File: src/rtl/pipe_pkg.sv
// Shared definitions for the pipeline skid register: state encoding,
// parameter defaults and a state-to-occupancy decode helper.
package pipe_pkg;

  localparam int DATA_W_DEF     = 64;
  localparam int NUM_FIELDS_DEF = 3;
  localparam int CTRL_W_DEF     = 2;
  localparam int CNT_W_DEF      = 16;

  typedef enum logic [1:0] {
    ST_EMPTY = 2'd0,
    ST_MAIN  = 2'd1,
    ST_SKID  = 2'd2
  } state_e;

  // Number of entries held in a given state.
  function automatic logic [1:0] occ_of(input state_e st);
    logic [1:0] occ;
    case (st)
      ST_EMPTY: occ = 2'd0;
      ST_MAIN:  occ = 2'd1;
      ST_SKID:  occ = 2'd2;
      default:  occ = 2'd0;
    endcase
    return occ;
  endfunction

endpackage

File: src/rtl/pipe_entry.sv
// One pipeline entry register (data + control) with load enable.
// Cleared only by the asynchronous reset; flush never touches it.
module pipe_entry #(
  parameter int W = 8
) (
  input  logic         clk,
  input  logic         rst_n,
  input  logic         load,
  input  logic [W-1:0] d,
  output logic [W-1:0] q
);

  logic [W-1:0] q_r;

  // Capture d when load is asserted, otherwise hold.
  always_ff @(posedge clk or negedge rst_n) begin
    if (!rst_n) begin
      q_r <= {W{1'b0}};
    end else if (load) begin
      q_r <= d;
    end else begin
      q_r <= q_r;
    end
  end

  assign q = q_r;

endmodule

File: src/rtl/pipe_skid_reg.sv
// Two-entry skid buffer pipeline stage. The main entry drives the
// outputs; the skid entry catches one extra beat so that in_ready can
// be a pure register with no path from out_ready.
module pipe_skid_reg
  import pipe_pkg::*;
#(
  parameter int DATA_W     = DATA_W_DEF,
  parameter int NUM_FIELDS = NUM_FIELDS_DEF,
  parameter int CTRL_W     = CTRL_W_DEF,
  parameter int CNT_W      = CNT_W_DEF
) (
  input  logic                         clk,
  input  logic                         rst_n,
  input  logic                         flush,
  input  logic                         in_valid,
  output logic                         in_ready,
  input  logic [NUM_FIELDS*DATA_W-1:0] in_data,
  input  logic [CTRL_W-1:0]            in_ctrl,
  output logic                         out_valid,
  input  logic                         out_ready,
  output logic [NUM_FIELDS*DATA_W-1:0] out_data,
  output logic [CTRL_W-1:0]            out_ctrl,
  output logic [1:0]                   occupancy,
  output logic [CNT_W-1:0]             stall_cnt
);

  localparam int PAY_W = NUM_FIELDS * DATA_W;
  localparam int ENT_W = PAY_W + CTRL_W;

  state_e             state_r;
  state_e             fsm_nxt_s;
  state_e             state_s;
  logic               in_ready_r;
  logic               out_valid_r;
  logic [1:0]         occupancy_r;
  logic [CNT_W-1:0]   stall_cnt_r;

  logic               in_xfer_s;
  logic               out_xfer_s;
  logic               main_load_s;
  logic               skid_load_s;
  logic               main_sel_skid_s;
  logic [ENT_W-1:0]   in_ent_s;
  logic [ENT_W-1:0]   main_d_s;
  logic [ENT_W-1:0]   main_q_s;
  logic [ENT_W-1:0]   skid_q_s;

  assign in_xfer_s  = in_valid & in_ready_r;
  assign out_xfer_s = out_valid_r & out_ready;
  assign in_ent_s   = {in_ctrl, in_data};
  assign main_d_s   = main_sel_skid_s ? skid_q_s : in_ent_s;

  // Next-state and entry load decisions; flush overrides everything.
  always_comb begin
    fsm_nxt_s       = state_r;
    main_load_s     = 1'b0;
    skid_load_s     = 1'b0;
    main_sel_skid_s = 1'b0;
    case (state_r)
      ST_EMPTY: begin
        if (in_xfer_s) begin
          fsm_nxt_s   = ST_MAIN;
          main_load_s = 1'b1;
        end else begin
          fsm_nxt_s   = ST_EMPTY;
        end
      end
      ST_MAIN: begin
        if (in_xfer_s && out_xfer_s) begin
          fsm_nxt_s   = ST_MAIN;
          main_load_s = 1'b1;
        end else if (in_xfer_s) begin
          fsm_nxt_s   = ST_SKID;
          skid_load_s = 1'b1;
        end else if (out_xfer_s) begin
          fsm_nxt_s   = ST_EMPTY;
        end else begin
          fsm_nxt_s   = ST_MAIN;
        end
      end
      ST_SKID: begin
        if (out_xfer_s) begin
          fsm_nxt_s       = ST_MAIN;
          main_load_s     = 1'b1;
          main_sel_skid_s = 1'b1;
        end else begin
          fsm_nxt_s       = ST_SKID;
        end
      end
      default: begin
        fsm_nxt_s = ST_EMPTY;
      end
    endcase
  end

  assign state_s = flush ? ST_EMPTY : fsm_nxt_s;

  // State register plus registered handshake/occupancy decodes of the next state.
  always_ff @(posedge clk or negedge rst_n) begin
    if (!rst_n) begin
      state_r     <= ST_EMPTY;
      out_valid_r <= 1'b0;
      in_ready_r  <= 1'b1;
      occupancy_r <= 2'd0;
    end else begin
      state_r     <= state_s;
      out_valid_r <= (state_s != ST_EMPTY);
      in_ready_r  <= (state_s != ST_SKID);
      occupancy_r <= occ_of(state_s);
    end
  end

  // Saturating count of cycles where downstream back-pressures a valid entry.
  always_ff @(posedge clk or negedge rst_n) begin
    if (!rst_n) begin
      stall_cnt_r <= {CNT_W{1'b0}};
    end else if (out_valid_r && !out_ready && (stall_cnt_r != {CNT_W{1'b1}})) begin
      stall_cnt_r <= stall_cnt_r + {{(CNT_W-1){1'b0}}, 1'b1};
    end else begin
      stall_cnt_r <= stall_cnt_r;
    end
  end

  pipe_entry #(.W(ENT_W)) u_main (
    .clk   (clk),
    .rst_n (rst_n),
    .load  (main_load_s),
    .d     (main_d_s),
    .q     (main_q_s)
  );

  pipe_entry #(.W(ENT_W)) u_skid (
    .clk   (clk),
    .rst_n (rst_n),
    .load  (skid_load_s),
    .d     (in_ent_s),
    .q     (skid_q_s)
  );

  assign in_ready  = in_ready_r;
  assign out_valid = out_valid_r;
  assign out_data  = main_q_s[PAY_W-1:0];
  assign out_ctrl  = main_q_s[ENT_W-1:PAY_W] & {CTRL_W{out_valid_r}};
  assign occupancy = occupancy_r;
  assign stall_cnt = stall_cnt_r;

endmodule
File: config.mk
export PLATFORM = sky130hd
export DESIGN_NAME = pipe_skid_reg
export DESIGN_NICKNAME = d
export VERILOG_FILES = /design/src/rtl/pipe_pkg.sv /design/src/rtl/pipe_entry.sv /design/src/rtl/pipe_skid_reg.sv
export SDC_FILE = /design/constraint.sdc
export NUM_CORES = 1
export LEC_CHECK = 0
export ABC_CLOCK_PERIOD_IN_PS = 2500
export BUFFER_PORTS_ARGS = -buffer_cell sky130_fd_sc_hd__clkbuf_2
export CORE_MARGIN = 10
export CORE_UTILIZATION = 41
export CTS_BUF_LIST = sky130_fd_sc_hd__clkbuf_4
export CTS_CLUSTER_SIZE = 10
export DETAILED_ROUTE_END_ITERATION = 16
export PLACE_DENSITY = 0.74
export SLEW_MARGIN = 20
export SYNTH_ARGS = -nofsm -noshare
export SYNTH_HDL_FRONTEND = slang
export SYNTH_HIERARCHICAL = 1
export SYNTH_SLANG_ARGS = --single-unit
File: constraint.sdc
create_clock -name clk -period 2.5 [get_ports clk]
set_input_delay 0.125 -clock clk [delete_from_list [all_inputs] [get_ports clk]]
set_output_delay 0.125 -clock clk [all_outputs]
set_load 0.02 [all_outputs]
### Yosys cells after proc, flatten, opt, wreduce, memory -nomap -nowiden

Index checks and enable logic that the tools add are counted.

| word-level totals | value |
|---|---|
| word-level logic and storage cells | 39 |
| output and inout port bits | 214 |
| input bits | 199 |
| register bits after elaboration | 410 |

| cells by class | value |
|---|---|
| muxes and demuxes | 16 |
| bitwise logic cells | 3 |
| equal/unequal tests | 6 |
| reduce and logical (&&, ||, !) cells | 6 |
| add/sub/neg operators | 1 |

Operators by type and width:

| operator | number |
|---|---|
| $mux W194 | 1 |
| $add A16 B1 Y16 const B | 1 |
| $ne A16 B16 Y1 const B | 1 |
| $mux W1 | 8 |
| $mux W2 | 4 |
| $pmux W2 S3 | 1 |
| $eq A2 B1 Y1 const B | 2 |
| $eq A2 B2 Y1 const B | 2 |
| $pmux W2 S2 | 1 |
| $logic_and A1 B1 Y1 | 3 |
| $pmux W1 S3 | 1 |
| $and A1 B1 Y1 | 2 |
| $and A2 B2 Y2 | 1 |
| $logic_not A2 Y1 | 1 |
| $ne A2 B2 Y1 const B | 1 |
| $reduce_bool A2 Y1 | 1 |
| $logic_not A1 Y1 | 1 |

### Longest topological paths before layout

| logic depth | value |
|---|---|
| word-level depth | 8 |
| mapped depth | 8 |
| depth with buffers taken out | 5 |

### Cells and area by module

The synthesis kept the hierarchy.

Modules (own cells, without submodules):

| module | area an instance (um^2) | cells each | sequential area each (um^2) | times used |
|---|---|---|---|---|
| pipe_entry | 7,872.6 | 410 | 4,854.7 | 2 |
| pipe_skid_reg | 3,377.0 | 317 | 551.8 | 1 |

### Least setup slack after synthesis

Ideal clock, no wire load.

| timing | value |
|---|---|
| path type | flip-flop to flip-flop |
| from | register out_valid_r, in the netlist out_valid |
| to | register u_main.q_r[191], in the netlist u_main/q[191] |
| slack | 0.617 ns |
| buffers on the path | 2 |
| period minus slack after synthesis | 1.883 ns |
| required time | 2.375 ns |
| arrival time | 1.759 ns |
| library setup time | 0.125 ns |
| cell stages (with the launch flop) | 8 |
| path through | dfrtp_1 -> nand2_1 -> inv_1 -> nand2_1 -> buf_2 -> buf_2 -> mux2_2 -> mux2_2 |

| on the way | value |
|---|---|
| longest elaborated chain between the ends | 4 |
| elaborated cells between the ends (all ways) | 7 |
| classes of those cells | mux: 5; bitwise: 1; reduce/logical: 1 |

RTL lines:

| item | line | source |
|---|---|---|
| start, declared | pipe_skid_reg.sv:34 | `logic out_valid_r;` |
| start signal, assigned | pipe_skid_reg.sv:107 | `out_valid_r <= (state_s != ST_EMPTY);` |
| $and A1 B1 Y1 | pipe_skid_reg.sv:49 | `assign out_xfer_s = out_valid_r & out_ready;` |
| $mux W1 | pipe_skid_reg.sv:82 | `if (out_xfer_s) begin` |
| $mux W1 | pipe_skid_reg.sv:59 | `case (state_r)` |
| $mux W194 | pipe_skid_reg.sv:51 | `assign main_d_s = main_sel_skid_s ? skid_q_s : in_ent_s;` |
| net main_d_s[191] | pipe_skid_reg.sv:44 | `logic [ENT_W-1:0] main_d_s;` |
| end signal, assigned | pipe_entry.sv:18 | `q_r <= {W{1'b0}};` |
| end signal, assigned | pipe_entry.sv:22 | `q_r <= q_r;` |
| end, declared | pipe_entry.sv:13 | `logic [W-1:0] q_r;` |

The timed path passes the listed nets, and every way through them passes these cells.
A chain may end at the register's enable or synchronous reset.

### Worst setup path in the final report

| timing | value |
|---|---|
| from | register in_ready_r, in the netlist in_ready |
| to | register out_valid_r, in the netlist out_valid |

| on the way | value |
|---|---|
| longest elaborated chain between the ends | 6 |
| elaborated cells between the ends (all ways) | 8 |
| classes of those cells | mux: 5; bitwise: 1; reduce/logical: 2 |

RTL lines:

| item | line | source |
|---|---|---|
| start, declared | pipe_skid_reg.sv:33 | `logic in_ready_r;` |
| start signal, assigned | pipe_skid_reg.sv:108 | `in_ready_r <= (state_s != ST_SKID);` |
| $and A1 B1 Y1 (*) | pipe_skid_reg.sv:48 | `assign in_xfer_s = in_valid & in_ready_r;` |
| $mux W2 or $logic_and A1 B1 Y1 (tied branches) | pipe_skid_reg.sv:72, pipe_skid_reg.sv:69 |  |
| $mux W2 | pipe_skid_reg.sv:69 | `if (in_xfer_s && out_xfer_s) begin` |
| $pmux W2 S3 (*) | pipe_skid_reg.sv:59 |  |
| $mux W2 (*) | pipe_skid_reg.sv:96 | `assign state_s = flush ? ST_EMPTY : fsm_nxt_s;` |
| $reduce_bool A2 Y1 (*) | pipe_skid_reg.sv:107 |  |

Mark *: on every way between the ends. The rest lies on a longest branch, timed or not.

==> flow_summary_export.csv <==
group,metric,value,unit
global_routing,overflow,0,
cts,cts_tree,"yes",
floorplanning,dieHeight,236,microns
final_layout,seq_area,0.0103,sq mm
floorplanning,die_x,236,microns
floorplanning,start_util,41.2,%
floorplanning,num_rows,79,
floorplanning,io_pins,413,
place,dp_hpwl,33.3,mm
final_layout,nFillCells,3462,
cts,htreeDepth,3,
cts,cts-root-buf,"clkbuf_4",
worst_setup_path,regToRegStartpoint,"in_ready",
worst_setup_path,crit_arrival,3.10,ns
sta,skew,0.0438,ns
final_layout,final_cell_mix,"411 x clkbuf_2, 409 x dfrtp_1, 321 x mux2_4",
worst_setup_path,worstSetupPathType,"reg2reg",
sta,relSlewSlack,45.7,%
sta,hold_viol,0,
cts,cts_buffer_depth,3,
global_routing,grt_start_max_net_pins,95,
power,p_leak,12.7,nW
final_layout,multi_input_area,0.00828,sq mm
floorplanning,die_area,0.0557,sq mm
final_layout,drive_gt1_share,59.9,%
global_routing,grt.met3_usage,5.35,%
final_layout,final_common_cell,"clkbuf_2",
route,drtPass1Iterations,5,
cts,cts_sinks,410,
cts,cts_resized,0,
floorplanning,core_area,0.0464,sq mm
logic_synthesis,synth_top_area_share,53.5,%
global_routing,grt_pass1_vias,15100,
cts,numCtsBuffers,107,
sta,drv_slew,0,
logic_synthesis,yosys_warnings,6,
final_layout,nets,2155,
route,drt_iter0_drc,603,
logic_synthesis,syn_inst,1137,
worst_setup_path,worstSetupEndpointType,"flip-flop",
sta,setup-violations-final,0,
global_routing,met1_usage,21.4,%
min_path,hold_class,"in2reg",
global_routing,track_usage,19.5,%
global_routing,grt_antenna_before_repair,7,
logic_synthesis,synthesis.area,0.0191,sq mm
sta,post-route-min-period,2.34,ns
sta,finalCritPeriodShare,93.5,%
power,p_per_area,885,mW/mm^2
sta,tightest_slew,0.815,ns
worst_setup_path,critPathSlowestCell,"dlygate4sd3_1",
worst_setup_path,crit_path_max_fanout,3,
final_layout,synthToLayoutAreaGrowth,38.5,%
route,drt_drc_violations_left,0,
logic_synthesis,yosys.area.top_type,"dfrtp_1",
final_layout,finish.instance_area,0.0265,sq mm
worst_setup_path,cp_num_cells,7,
worst_setup_path,crit_start,"in_ready",
place,placed_area,0.0221,sq mm
worst_setup_path,path_buf_inv,3,
worst_setup_path,cp_cell_sequence,"and2_1 > ha_1 > a22o_1 > inv_1 > dlygate4sd3_1 > o21ai_0 > dlygate4sd3_1",
worst_setup_path,r2r_cells,7,
worst_setup_path,startpoint_type,"flip-flop",
global_routing,top_usage_layer,"met2",
route,ant_nets,0,
place,portBuffers,412,
route,wl,54.9,mm
cts,clk_pin_slew,0.07,ns
global_routing,grt_pass1_wl,87.4,mm
sta,fin_setup_tns,0,ns
logic_synthesis,syn_nets,1339,
logic_synthesis,netlist_top_cells_area,"dfrtp_1 54%, mux2_4 25%, mux2_2 15%, buf_6 2.2%, buf_2 0.71%",
route,avgRoutedWirePerCell,20.7,microns
place,gp_congestion,0.815,
logic_synthesis,ys_types,33,
cts,clkLatencyLatePin,0.86,ns
route,viasPerCell,4.91,
global_routing,met2_usage,33.7,%
logic_synthesis,ys_seq_area_share,53.7,%
logic_synthesis,synth-seq-cells,410,
run,maxCapViolCount,0,
worst_setup_path,required,3.26,ns
outcome,status,"completed",
worst_setup_path,crit_top_cell,"dlygate4sd3_1",
worst_setup_path,r2r_end,"out_valid",
logic_synthesis,avgSynthCellArea,16.8,sq um
worst_setup_path,cpPeakStageDelay,0.55,ns
worst_setup_path,rrSetupSlack,0.16,ns
route,route.vias.total,13000,
worst_setup_path,cp_top_family,"buffers and inverters",
power,ir_drop,557,uV
worst_setup_path,crit_end,"out_valid",
sta,fmax,0.428,GHz
sta,rsz0062_at_grt,"no",
## flip-flops by register name, indices dropped and copies added, names as in the netlist
name / flops
stall_cnt: 16
out_valid: 1
in_ready: 1
state_r: 2
occupancy: 2
u_main/q: 194
u_skid/q: 194
## power by group
part,internal (mW),total (mW),switching (mW)
registers,8.84,10.3,1.45
logic,4.09,7.20,3.11
clock network,3.07,5.95,2.88
## layer usage
metal	vias up	share of wire (%)	wire length (microns)
met5	-	0	0
met4	0	4.6	2500
met3	159	5.2	2870
met2	461	52	28300
met1	6592	39	21200
li1	5769	-	-
## cell type report
cell class              count  area share (%)
inverters                   5          0.0709
multi-input cells         656            31.3
repair buffers            773            21.9
clock inverters            34           0.784
well taps                 607            2.87
flip-flops and latches    410            38.7
clock buffers             151            4.28
diodes                     10          0.0945
## cell usage after synthesis
cell type,instances
dfrtp_1,409
mux2_4,321
mux2_2,262
buf_6,37
buf_2,27
xnor2_1,12
nand2_1,9
nand4_1,9
and2_1,6
nor2b_1,6
inv_1,5
nor2_1,5
nand3_1,4
ha_1,3
buf_8,2
nor4_1,2
xor2_1,2
a21o_1,1
a21oi_1,1
a22o_1,1
a31oi_1,1
a41oi_1,1
and3_1,1
dfstp_2,1
nand2b_1,1
nand3b_1,1
nand4_2,1
nand4b_1,1
nor3_1,1
o21ai_0,1
o21bai_1,1
o41a_1,1
or4_1,1
## worst min-delay path, stage by stage
cell	delay, ns
dlygate4sd3_1	0.52
clkbuf_2	0.11
mux2_2	0.14
## per-stage QoR
step | setup slack, ns | cells | util [%] | total power, mW | hold slack, ns
6_report | 0.164 | 2646 | 57.1 | 23.4 | 0.0940
5_1_grt | 0.0298 | 2646 | 57.1 | 24.6 | -0.0210
4_1_cts | 0.112 | 2633 | 57.0 | 23.4 | 0.000133
3_5_place_dp | 0.425 | 2146 | 47.6 | 16.9 | 0.223
3_3_place_gp | 0.490 | 2146 | 47.6 | 16.7 | 0.220
2_1_floorplan | 0.617 | 1137 | - | 14.7 | -0.171
## worst min-delay path by stage
| stage | depth (start not counted) | to | startpoint |
|---|---|---|---|
| final | 3 | u_skid/q[2] | in_data[2] |
| after CTS | 3 | u_skid/q[2] | in_data[2] |
| after global routing | 3 | u_skid/q[38] | in_data[38] |
| after global placement | 1 | stall_cnt[4] | rst_n |
| after floorplan | 0 | occupancy[0] | rst_n |
| after detailed placement | 1 | stall_cnt[3] | rst_n |
## cells by family (layout without fill, tap and decap cells)
group	count (synthesis)	after routing	synth area share (%)
other cells	0	10	0
compound gates	8	8	0.314
mux	583	583	40.6
flops	410	410	53.7
simple gates	48	48	1.41
buf+inv	71	963	3.14
xor+xnor	14	14	0.641
fa+ha+maj	3	3	0.196
## what timing repair did
action,CTS,global route
hold buffers,302,2
endpoints found under the hold margin,819,2
buffers inserted,0,1
endpoints found under the setup margin,0,1
Note: power is estimated with default switching activity, not from simulation.
